--- src/rtl/mips_muldiv_pkg.sv ---
// mips_muldiv_pkg
//   Shared definitions for the iterative multiply/divide unit: op encodings
//   (as presented on the 2-bit op port), FSM state encoding, default width,
//   iteration count and the LO value returned on a divide by zero.
package mips_muldiv_pkg;

    localparam int unsigned WIDTH_DEF = 32;
    localparam int unsigned ITER      = 32;
    localparam logic [31:0] DIV0_LO   = 32'hFFFF_FFFF;

    typedef enum logic [1:0] {
        MD_MULT  = 2'b00,
        MD_MULTU = 2'b01,
        MD_DIV   = 2'b10,
        MD_DIVU  = 2'b11
    } md_op_e;

    typedef enum logic [1:0] {
        ST_IDLE,
        ST_RUN,
        ST_FIX,
        ST_DONE
    } md_state_e;

endpackage

--- src/rtl/mips_muldiv_negate.sv ---
// mips_muldiv_negate
//   Combinational conditional two's-complement negate.
//   Ports:
//     din  [WIDTH-1:0]  value
//     neg               1 = output -din, 0 = output din
//     dout [WIDTH-1:0]  result
module mips_muldiv_negate #(
    parameter int unsigned WIDTH = 32
) (
    input  logic [WIDTH-1:0] din,
    input  logic             neg,
    output logic [WIDTH-1:0] dout
);

    assign dout = neg ? (~din + WIDTH'(1)) : din;

endmodule

--- src/rtl/mips_muldiv.sv ---
// mips_muldiv
//   Iterative MULT/MULTU/DIV/DIVU unit holding results in HI/LO.
//   Operands are made unsigned at accept, 32 shift-add / restoring
//   shift-subtract iterations run in RUN, and FIX applies sign correction
//   and writes HI/LO in one step.
//   Ports:
//     clk, rst_n    clock, asynchronous active-low reset
//     start, op     request (accepted only when busy=0) and operation
//     a, b          rs / rt operands
//     busy          RUN or FIX in progress
//     done          one-cycle pulse, hi/lo hold the new result
//     hi, lo        result registers
//     div_by_zero   last completed divide had b==0
//   Build option: define MIPS_MULDIV_FAST_ZERO_EN to finish zero-operand
//   multiplies and zero-dividend divides one edge after accept.
module mips_muldiv
    import mips_muldiv_pkg::*;
#(
    parameter int unsigned WIDTH = WIDTH_DEF,
    parameter int unsigned CNT_W = 6
) (
    input  logic             clk,
    input  logic             rst_n,
    input  logic             start,
    input  logic [1:0]       op,
    input  logic [WIDTH-1:0] a,
    input  logic [WIDTH-1:0] b,
    output logic             busy,
    output logic             done,
    output logic [WIDTH-1:0] hi,
    output logic [WIDTH-1:0] lo,
    output logic             div_by_zero
);

    md_state_e state_q, state_d;
    md_op_e    op_in, op_q;

    logic             accept, is_mul_in, is_signed_in, div0_in, fast_zero, skip;
    logic             is_mul_q, prod_neg_q, rem_neg_q, div0_q;
    logic [CNT_W-1:0] cnt_q;
    logic [WIDTH-1:0] work_hi_q, work_lo_q, opnd_q;
    logic [WIDTH-1:0] abs_a, abs_b, quo_fix, rem_fix;
    logic [2*WIDTH-1:0] prod_fix;
    logic [WIDTH:0]   mul_sum, div_shift;
    logic [WIDTH-1:0] div_sub;
    logic             div_ge;

    assign op_in        = md_op_e'(op);
    assign is_mul_in    = (op_in == MD_MULT) || (op_in == MD_MULTU);
    assign is_signed_in = (op_in == MD_MULT) || (op_in == MD_DIV);
    assign div0_in      = !is_mul_in && (b == '0);
    assign is_mul_q     = (op_q == MD_MULT) || (op_q == MD_MULTU);

`ifdef MIPS_MULDIV_FAST_ZERO_EN
    assign fast_zero = is_mul_in ? ((a == '0) || (b == '0)) : ((a == '0) && (b != '0));
`else
    assign fast_zero = 1'b0;
`endif
    // Early-exit ops bypass RUN; their final HI/LO are preloaded at accept.
    assign skip = div0_in || fast_zero;

    mips_muldiv_negate #(.WIDTH(WIDTH)) u_abs_a (
        .din(a), .neg(is_signed_in & a[WIDTH-1]), .dout(abs_a));
    mips_muldiv_negate #(.WIDTH(WIDTH)) u_abs_b (
        .din(b), .neg(is_signed_in & b[WIDTH-1]), .dout(abs_b));
    mips_muldiv_negate #(.WIDTH(2*WIDTH)) u_fix_prod (
        .din({work_hi_q, work_lo_q}), .neg(prod_neg_q), .dout(prod_fix));
    mips_muldiv_negate #(.WIDTH(WIDTH)) u_fix_quo (
        .din(work_lo_q), .neg(prod_neg_q), .dout(quo_fix));
    mips_muldiv_negate #(.WIDTH(WIDTH)) u_fix_rem (
        .din(work_hi_q), .neg(rem_neg_q), .dout(rem_fix));

    // Multiply: {work_hi, work_lo} is the product/multiplier shift register.
    assign mul_sum   = {1'b0, work_hi_q} + (work_lo_q[0] ? {1'b0, opnd_q} : '0);
    // Divide: work_hi is the partial remainder, work_lo shifts dividend out
    // and quotient bits in. The remainder stays below the divisor, so the
    // subtraction result always fits in WIDTH bits.
    assign div_shift = {work_hi_q, work_lo_q[WIDTH-1]};
    assign div_ge    = div_shift >= {1'b0, opnd_q};
    assign div_sub   = div_shift[WIDTH-1:0] - opnd_q;

    always_ff @(posedge clk or negedge rst_n) begin
        if (!rst_n) state_q <= ST_IDLE;
        else        state_q <= state_d;
    end

    always_comb begin
        state_d = state_q;
        busy    = 1'b0;
        done    = 1'b0;
        accept  = 1'b0;
        case (state_q)
            ST_IDLE, ST_DONE: begin
                done   = (state_q == ST_DONE);
                accept = start;
                if (start) state_d = skip ? ST_FIX : ST_RUN;
                else       state_d = ST_IDLE;
            end
            ST_RUN: begin
                busy = 1'b1;
                if (cnt_q == CNT_W'(ITER - 1)) state_d = ST_FIX;
            end
            ST_FIX: begin
                busy    = 1'b1;
                state_d = ST_DONE;
            end
            default: state_d = ST_IDLE;
        endcase
    end

    always_ff @(posedge clk or negedge rst_n) begin
        if (!rst_n) begin
            op_q        <= MD_MULT;
            cnt_q       <= '0;
            work_hi_q   <= '0;
            work_lo_q   <= '0;
            opnd_q      <= '0;
            prod_neg_q  <= 1'b0;
            rem_neg_q   <= 1'b0;
            div0_q      <= 1'b0;
            hi          <= '0;
            lo          <= '0;
            div_by_zero <= 1'b0;
        end else if (accept) begin
            op_q        <= op_in;
            cnt_q       <= '0;
            div0_q      <= div0_in;
            div_by_zero <= 1'b0;
            if (skip) begin
                work_hi_q  <= div0_in ? a : '0;
                work_lo_q  <= div0_in ? WIDTH'(DIV0_LO) : '0;
                prod_neg_q <= 1'b0;
                rem_neg_q  <= 1'b0;
            end else begin
                work_hi_q  <= '0;
                work_lo_q  <= is_mul_in ? abs_b : abs_a;
                opnd_q     <= is_mul_in ? abs_a : abs_b;
                prod_neg_q <= is_signed_in & (a[WIDTH-1] ^ b[WIDTH-1]);
                rem_neg_q  <= is_signed_in & a[WIDTH-1];
            end
        end else if (state_q == ST_RUN) begin
            cnt_q <= cnt_q + CNT_W'(1);
            if (is_mul_q) begin
                work_hi_q <= mul_sum[WIDTH:1];
                work_lo_q <= {mul_sum[0], work_lo_q[WIDTH-1:1]};
            end else begin
                work_hi_q <= div_ge ? div_sub : div_shift[WIDTH-1:0];
                work_lo_q <= {work_lo_q[WIDTH-2:0], div_ge};
            end
        end else if (state_q == ST_FIX) begin
            hi          <= is_mul_q ? prod_fix[2*WIDTH-1:WIDTH] : rem_fix;
            lo          <= is_mul_q ? prod_fix[WIDTH-1:0]       : quo_fix;
            div_by_zero <= div0_q;
        end
    end

endmodule

--- config.mk ---
export PLATFORM = sky130hd
export DESIGN_NAME = mips_muldiv
export DESIGN_NICKNAME = d
export VERILOG_FILES = /design/src/rtl/mips_muldiv_pkg.sv /design/src/rtl/mips_muldiv_negate.sv /design/src/rtl/mips_muldiv.sv
export SDC_FILE = /design/constraint.sdc
export NUM_CORES = 1
export LEC_CHECK = 0
export CAP_MARGIN = 25
export CORE_UTILIZATION = 30
export DETAILED_ROUTE_END_ITERATION = 12
export PLACE_DENSITY_LB_ADDON = 0.08
export SYNTH_ARGS = -nofsm -noshare
export SYNTH_HDL_FRONTEND = slang
export SYNTH_SLANG_ARGS = --single-unit
--- constraint.sdc ---
create_clock -name clk -period 4.4 [get_ports clk]
set_input_delay 0.88 -clock clk [delete_from_list [all_inputs] [get_ports clk]]
set_output_delay 0.88 -clock clk [all_outputs]
set_load 0.02 [all_outputs]
== Word-level counts from Yosys, hierarchy flattened ==
Cells that the tools add are included.

* Output and inout port bits: 67
* Register bits: 174
* Logic and storage cells: 91
* Bits of input ports: 69

* Muxes and demuxes: 33
* Equality and inequality tests: 9
* Add/sub/neg operators: 8
* Bitwise logic cells: 12
* Reductions and logical operators: 16
* $lt $le $gt $ge: 1

{| class="wikitable"
|+ Operators with widths
! cell !! number
|-
| two-way mux 32 bit || 18
|-
| adder 32 x 1 -> 32 bit, second input constant || 4
|-
| NOT 32 bit || 4
|-
| adder 64 x 1 -> 64 bit, second input constant || 1
|-
| two-way mux 64 bit || 1
|-
| NOT 64 bit || 1
|-
| adder 32 x 32 -> 33 bit || 1
|-
| greater-or-equal comparator 33 x 32 -> 1 bit || 1
|-
| logical NOT 32 bit || 1
|-
| subtractor 32 bit || 1
|-
| two-way mux 6 bit || 2
|-
| two-way mux 1 bit || 8
|-
| adder 6 x 1 -> 6 bit, second input constant || 1
|-
| == test 2 x 1 -> 1 bit, second input constant || 3
|-
| == test 2 bit, second input constant || 3
|-
| == test 6 x 5 -> 1 bit, second input constant || 1
|-
| logical NOT 2 bit || 3
|-
| two-way mux 2 bit || 3
|-
| case mux 2 bit (3 select lines) || 1
|-
| != test 2 bit, second input constant || 2
|-
| AND reduction 2 bit || 2
|-
| nonzero test 2 bit || 2
|-
| OR reduction 2 bit || 2
|-
| AND 1 bit || 3
|-
| 6 further kinds || 10
|}

== Depth between registers and ports, before layout ==
* Depth in word-level cells: 7
* Gate-level depth with buffers: 14
* Depth with buffers taken out: 13

== By module ==
Synthesis repeated with hierarchy kept, for this count alone.

* Cells, all modules: 2,121
* Area, all modules: 17,757.0 sq um

{| class="wikitable"
|+ Modules (own cells, without submodules)
! module !! sequential area each (sq um) !! area an instance (sq um) !! cells each !! instances
|-
| mips_muldiv || 4,329.2 || 13,000.0 || 1,519 || 1
|-
| mips_muldiv_negate at u_abs_a ... || 0.0 || 777.0 || 99 || 4
|-
| mips_muldiv_negate at u_fix_prod || 0.0 || 1,649.1 || 206 || 1
|}

== Least setup slack after synthesis ==
No wires, ideal clock.

* Path kind: input to register
* From: input b[13]
* To: register work_hi_q[18]
* Required time: 4.328 ns
* Arrival time: 3.487 ns
* Cell stages on the path: 11
* Setup time: 0.072 ns
* Slack: 0.840 ns
* Path buffers: 2
* Cells stage by stage: or4_1 > or4_1 > or4_1 > nor4_2 > and2_1 > buf_2 > buf_2 > a21oi_1 > o21ai_0 > a221oi_1 > nor2_1

* Cells in the longest elaborated chain, start to end: 4

{| class="wikitable"
|+ RTL lines
! element !! RTL line !! RTL
|-
| from (decl) || mips_muldiv.sv:27 || <nowiki>input logic [WIDTH-1:0] b,</nowiki>
|-
| logical NOT 32 bit || mips_muldiv.sv:51 || <nowiki>assign div0_in = !is_mul_in && (b == '0);</nowiki>
|-
| logical AND 1 bit || mips_muldiv.sv:51 ||
|-
| two-way mux 32 bit || mips_muldiv.sv:129 || <nowiki>if (skip) begin</nowiki>
|-
| two-way mux 32 bit || mips_muldiv.sv:124 || <nowiki>end else if (accept) begin</nowiki>
|-
| to (signal assigned) || mips_muldiv.sv:130 || <nowiki>work_hi_q <= div0_in ? a : '0;</nowiki>
|-
| to (signal assigned) || mips_muldiv.sv:144 || <nowiki>work_hi_q <= mul_sum[WIDTH:1];</nowiki>
|-
| to (signal assigned) || mips_muldiv.sv:147 || <nowiki>work_hi_q <= div_ge ? div_sub : div_shift[WIDTH-1:0];</nowiki>
|-
| to (decl) || mips_muldiv.sv:41 || <nowiki>logic [WIDTH-1:0] work_hi_q, work_lo_q, opnd_q;</nowiki>
|}

No other way between the ends.
A chain may end at the register's enable or synchronous reset.

== Final worst setup path ==
* From: register work_lo_q[0]
* To: register work_hi_q[31]

* Cells in the longest elaborated chain, start to end: 5

{| class="wikitable"
|+ RTL lines
! element !! RTL line !! RTL
|-
| from (decl) || mips_muldiv.sv:41 ||
|-
| from (signal assigned) || mips_muldiv.sv:131 || <nowiki>work_lo_q <= div0_in ? WIDTH'(DIV0_LO) : '0;</nowiki>
|-
| from (signal assigned) || mips_muldiv.sv:136 || <nowiki>work_lo_q <= is_mul_in ? abs_b : abs_a;</nowiki>
|-
| from (signal assigned) || mips_muldiv.sv:145 || <nowiki>work_lo_q <= {mul_sum[0], work_lo_q[WIDTH-1:1]};</nowiki>
|-
| two-way mux 32 bit || mips_muldiv.sv:74 || <nowiki>assign mul_sum = {1'b0, work_hi_q} + (work_lo_q[0] ? {1'b0, opnd_q} : '0);</nowiki>
|-
| adder 32 x 32 -> 33 bit || mips_muldiv.sv:74 ||
|-
| two-way mux 32 bit || mips_muldiv.sv:143 || <nowiki>if (is_mul_q) begin</nowiki>
|-
| two-way mux 32 bit || mips_muldiv.sv:141 || <nowiki>end else if (state_q == ST_RUN) begin</nowiki>
|-
| two-way mux 32 bit || mips_muldiv.sv:124 ||
|}

No other way between the ends. The select of a mux whose other input is x is not followed.

==> key figures <==
Critical path
  • Reg2Reg Depth: 13
  • Max Fanout on Critical Path: 20
  • CP Cell Sequence: inv_1 -> buf_4 -> nor2_1 -> ha_1 -> a21oi_1 -> o21ai_0 -> a211oi_1 -> buf_4 -> nand2_1 -> a41oi_1 -> o21a_1 -> o21ai_0 -> o32a_1
  • CP Data Arrival Time: 4.36 ns
  • Worst setup EP type: flip-flop
  • Critical-path top delay cell: dfrtp_1
  • CP peak stage delay: 0.50 ns
  • Element type at the critical path start: flip-flop
  • WS Path Type: reg2reg
  • Worst EP required: 4.79 ns

Logic synthesis
  • Synthesized net count: 1994
  • Asr flop ratio synth: 100%
  • Sequential fraction of the synthesis area: 29.5%
  • EDFF count, synth: 0
  • Mapped Avg Cell Area: 7.92 µm²
  • Synth warn: 0
  • Yosys reg bits: 173
  • Syn Inst Count: 1851
  • Most used DFF post-synth: dfrtp_1
  • Post-Syn Area: 14700 µm²
  • Post-synthesis cell type count: 81

Routing
  • Final ANT Viol Nets: 0
  • Wirelength per Cell: 22.8 µm
  • Vias/cell: 5.51
  • TritonRoute pass-1 iters: 5
  • Final wirelength: 59.4 mm
  • Remaining DRCs: 0
  • Initial DRC count: 1171
  • Via count: 14400

Placement
  • Port Buffers: 135
  • Place WS: 0.0535 ns
  • DP HPWL: 46.3 mm
  • Routability cong.: 0.942
  • Placed cells: 2573

Die
  • Die Wd: 223 µm
  • Die footprint: 49800 µm²
  • Die height: 223 µm
  • Io pins: 136
  • Initial core utilization: 30.6%
  • Core area: 47900 µm²
  • Rows: 80

Clock tree
  • Clk slew on worst S/H paths: 0.08 ns
  • CTS tree: built
  • Clock latency on the worst-skew pair: 0.50 ns
  • Postcts setup bufs: 0
  • CTS Buf Count: 17
  • Buffer depth of the longest clock path: 2
  • Clock root buffer: clkbuf_16
  • Htree depth: 4
  • Post-CTS Resized: 0
  • Clock Sinks: 173
  • Cts-stage hold buffer count: 0

STA
  • Crit path time final: 3.97 ns
  • Pin slew with the least headroom to its limit: 0.868 ns
  • Unrepaired setup endpoints after global routing: no
  • Worst setup margin: 0.427 ns
  • Setup TNS: 0 ns
  • Period utilisation layout: 90.3%
  • Final Max Slew Viols: 0
  • Fmax: 252 MHz
  • Final hold vios: 0
  • Slew HR: 42.1%
  • Setup violators final: 0
  • Clock skew: 0.00667 ns

Global route
  • All-Layer GR Usage: 24.2%
  • Initial antenna violation count: 0
  • First-pass GRT wire length: 89.1 mm
  • Vias in the first global route: 13900
  • Largest net degree at the start of global routing: 90
  • GRT Residual Overflow: 0

Pwr
  • VDD IR max: 365 µV
  • P_leak: 0.00717 µW
  • Power Density: 937 nW/µm²
  • Power, Total: 16500 µW

Layout
  • Nets: 2120
  • Most frequent cells in the layout: nor2_1, o21ai_0, a21oi_1
  • Non-Filler Instances: 2605
  • Commonest non-fill, non-tap cell in the layout: nor2_1
  • Share of cells above drive strength 1: 9.30%
  • Layout area overhead: 20.3%
  • Filler instances: 5009
  • # diodes: 0

Run status
  • Status: finished, final reports clean

Worst hold path
  • Worst min-delay path category: in2async

Job
  • Max-Cap Viols: 0
[registers in the layout (all words and copies together) (netlist names)]
signal,flops
lo,32
hi,32
work_hi_q,32
op_q,1
div_by_zero,1
cnt_q,6
rem_neg_q,1
state_q,2
prod_neg_q,1
div0_q,1
work_lo_q,32
opnd_q,32
[logic make-up after synthesis]
family,synth area share [%]
compound gates,25.1
xor+xnor,10.6
fa+ha+maj,6.41
buf+inv,4.84
flops,29.5
mux,6.00
simple gates,17.6
[final cells by class]
class | count | area [µm²] | area share (%)
sequential | 173 | 4330 | 24.5
clock buffer | 18 | 439 | 2.49
timing repair buffer | 218 | 2020 | 11.5
tap | 615 | 769 | 4.36
multi-input combinational | 1494 | 9650 | 54.7
inverter | 73 | 274 | 1.55
clock inverter | 14 | 154 | 0.872
[power breakdown]
part,switching [µW],internal (µW)
logic,6910,4730
registers,877,2410
clock network,793,815
total,8580,7950
[critical path: cells and delay by family, from the launching register on]
kind	cells	cell delay (ns)
adder cells (fa/ha/maj)	1	0.39
buffers and inverters	3	0.91
flip-flops	1	0.50
AND/OR/NAND/NOR	2	0.21
AO/OA/AOI/OAI	7	1.82
[cells in the mapped netlist (all sizes together) (3+ instances only)]
library cell | instances | share of area, %
nor3 | 37 | 1.3
a41oi | 3 | 0.18
nand3 | 20 | 0.68
nand4 | 10 | 0.43
nor2b | 9 | 0.38
a31oi | 22 | 0.94
buf | 19 | 0.61
o31ai | 29 | 1.5
mux2i | 44 | 3.0
and2 | 9 | 0.38
o21bai | 14 | 0.72
nor2 | 207 | 5.3
a221oi | 24 | 1.4
a31o | 3 | 0.18
or2 | 4 | 0.17
dfrtp | 173 | 30
o21ai | 187 | 6.5
mux2 | 39 | 3.0
o41ai | 15 | 0.90
a311oi | 3 | 0.18
inv | 73 | 1.9
xnor2 | 81 | 4.8
clkbuf | 92 | 2.4
nor4 | 18 | 0.81
a21oi | 185 | 6.3
nand4b | 3 | 0.18
or4 | 19 | 1.0
a22o | 3 | 0.18
nand2 | 175 | 4.5
o22ai | 3 | 0.13
nand2b | 18 | 0.82
o211ai | 18 | 0.92
and3 | 9 | 0.38
a22oi | 25 | 1.3
o21a | 5 | 0.26
ha | 72 | 6.1
xor2 | 96 | 5.7
a211oi | 6 | 0.31
a222oi | 5 | 0.34
a21boi | 5 | 0.26
or3 | 15 | 0.72
a21o | 22 | 1.1
[per-stage QoR]
step | hold slack (ns) | util, % | area [µm²]
floorplan | 0.449 | - | 14700
global placement | 0.466 | 35.6 | 17000
detailed placement | 0.467 | 35.6 | 17000
CTS | 0.361 | 36.8 | 17600
global route | 0.396 | 36.8 | 17600
finish | 0.364 | 36.8 | 17600
[final timing paths]
kind                                             end  slack (ns)                     start
min reg2reg                   opnd_q[21]$_DFFE_PN0P_        0.48    opnd_q[21]$_DFFE_PN0P_
max                        work_hi_q[31]$_DFFE_PN0P_        0.43  work_lo_q[0]$_DFFE_PN0P_
max reg2reg                work_hi_q[31]$_DFFE_PN0P_        0.43  work_lo_q[0]$_DFFE_PN0P_
min in group clk              opnd_q[21]$_DFFE_PN0P_        0.48    opnd_q[21]$_DFFE_PN0P_
min                               lo[17]$_DFFE_PN0P_        0.36                     rst_n
max in group asynchronous  work_hi_q[26]$_DFFE_PN0P_        3.08                     rst_n
[layer usage]
layer	wire (µm)	global-route usage [%]	share of wire (%)	vias up
li1	-	-	-	6911
met1	28200	33.5	47	6964
met2	26100	37.0	44	409
met3	2940	3.82	5.0	70
met4	2220	10.5	3.7	0
met5	0	0	0	-
Note: power is estimated with default switching activity, not from simulation.
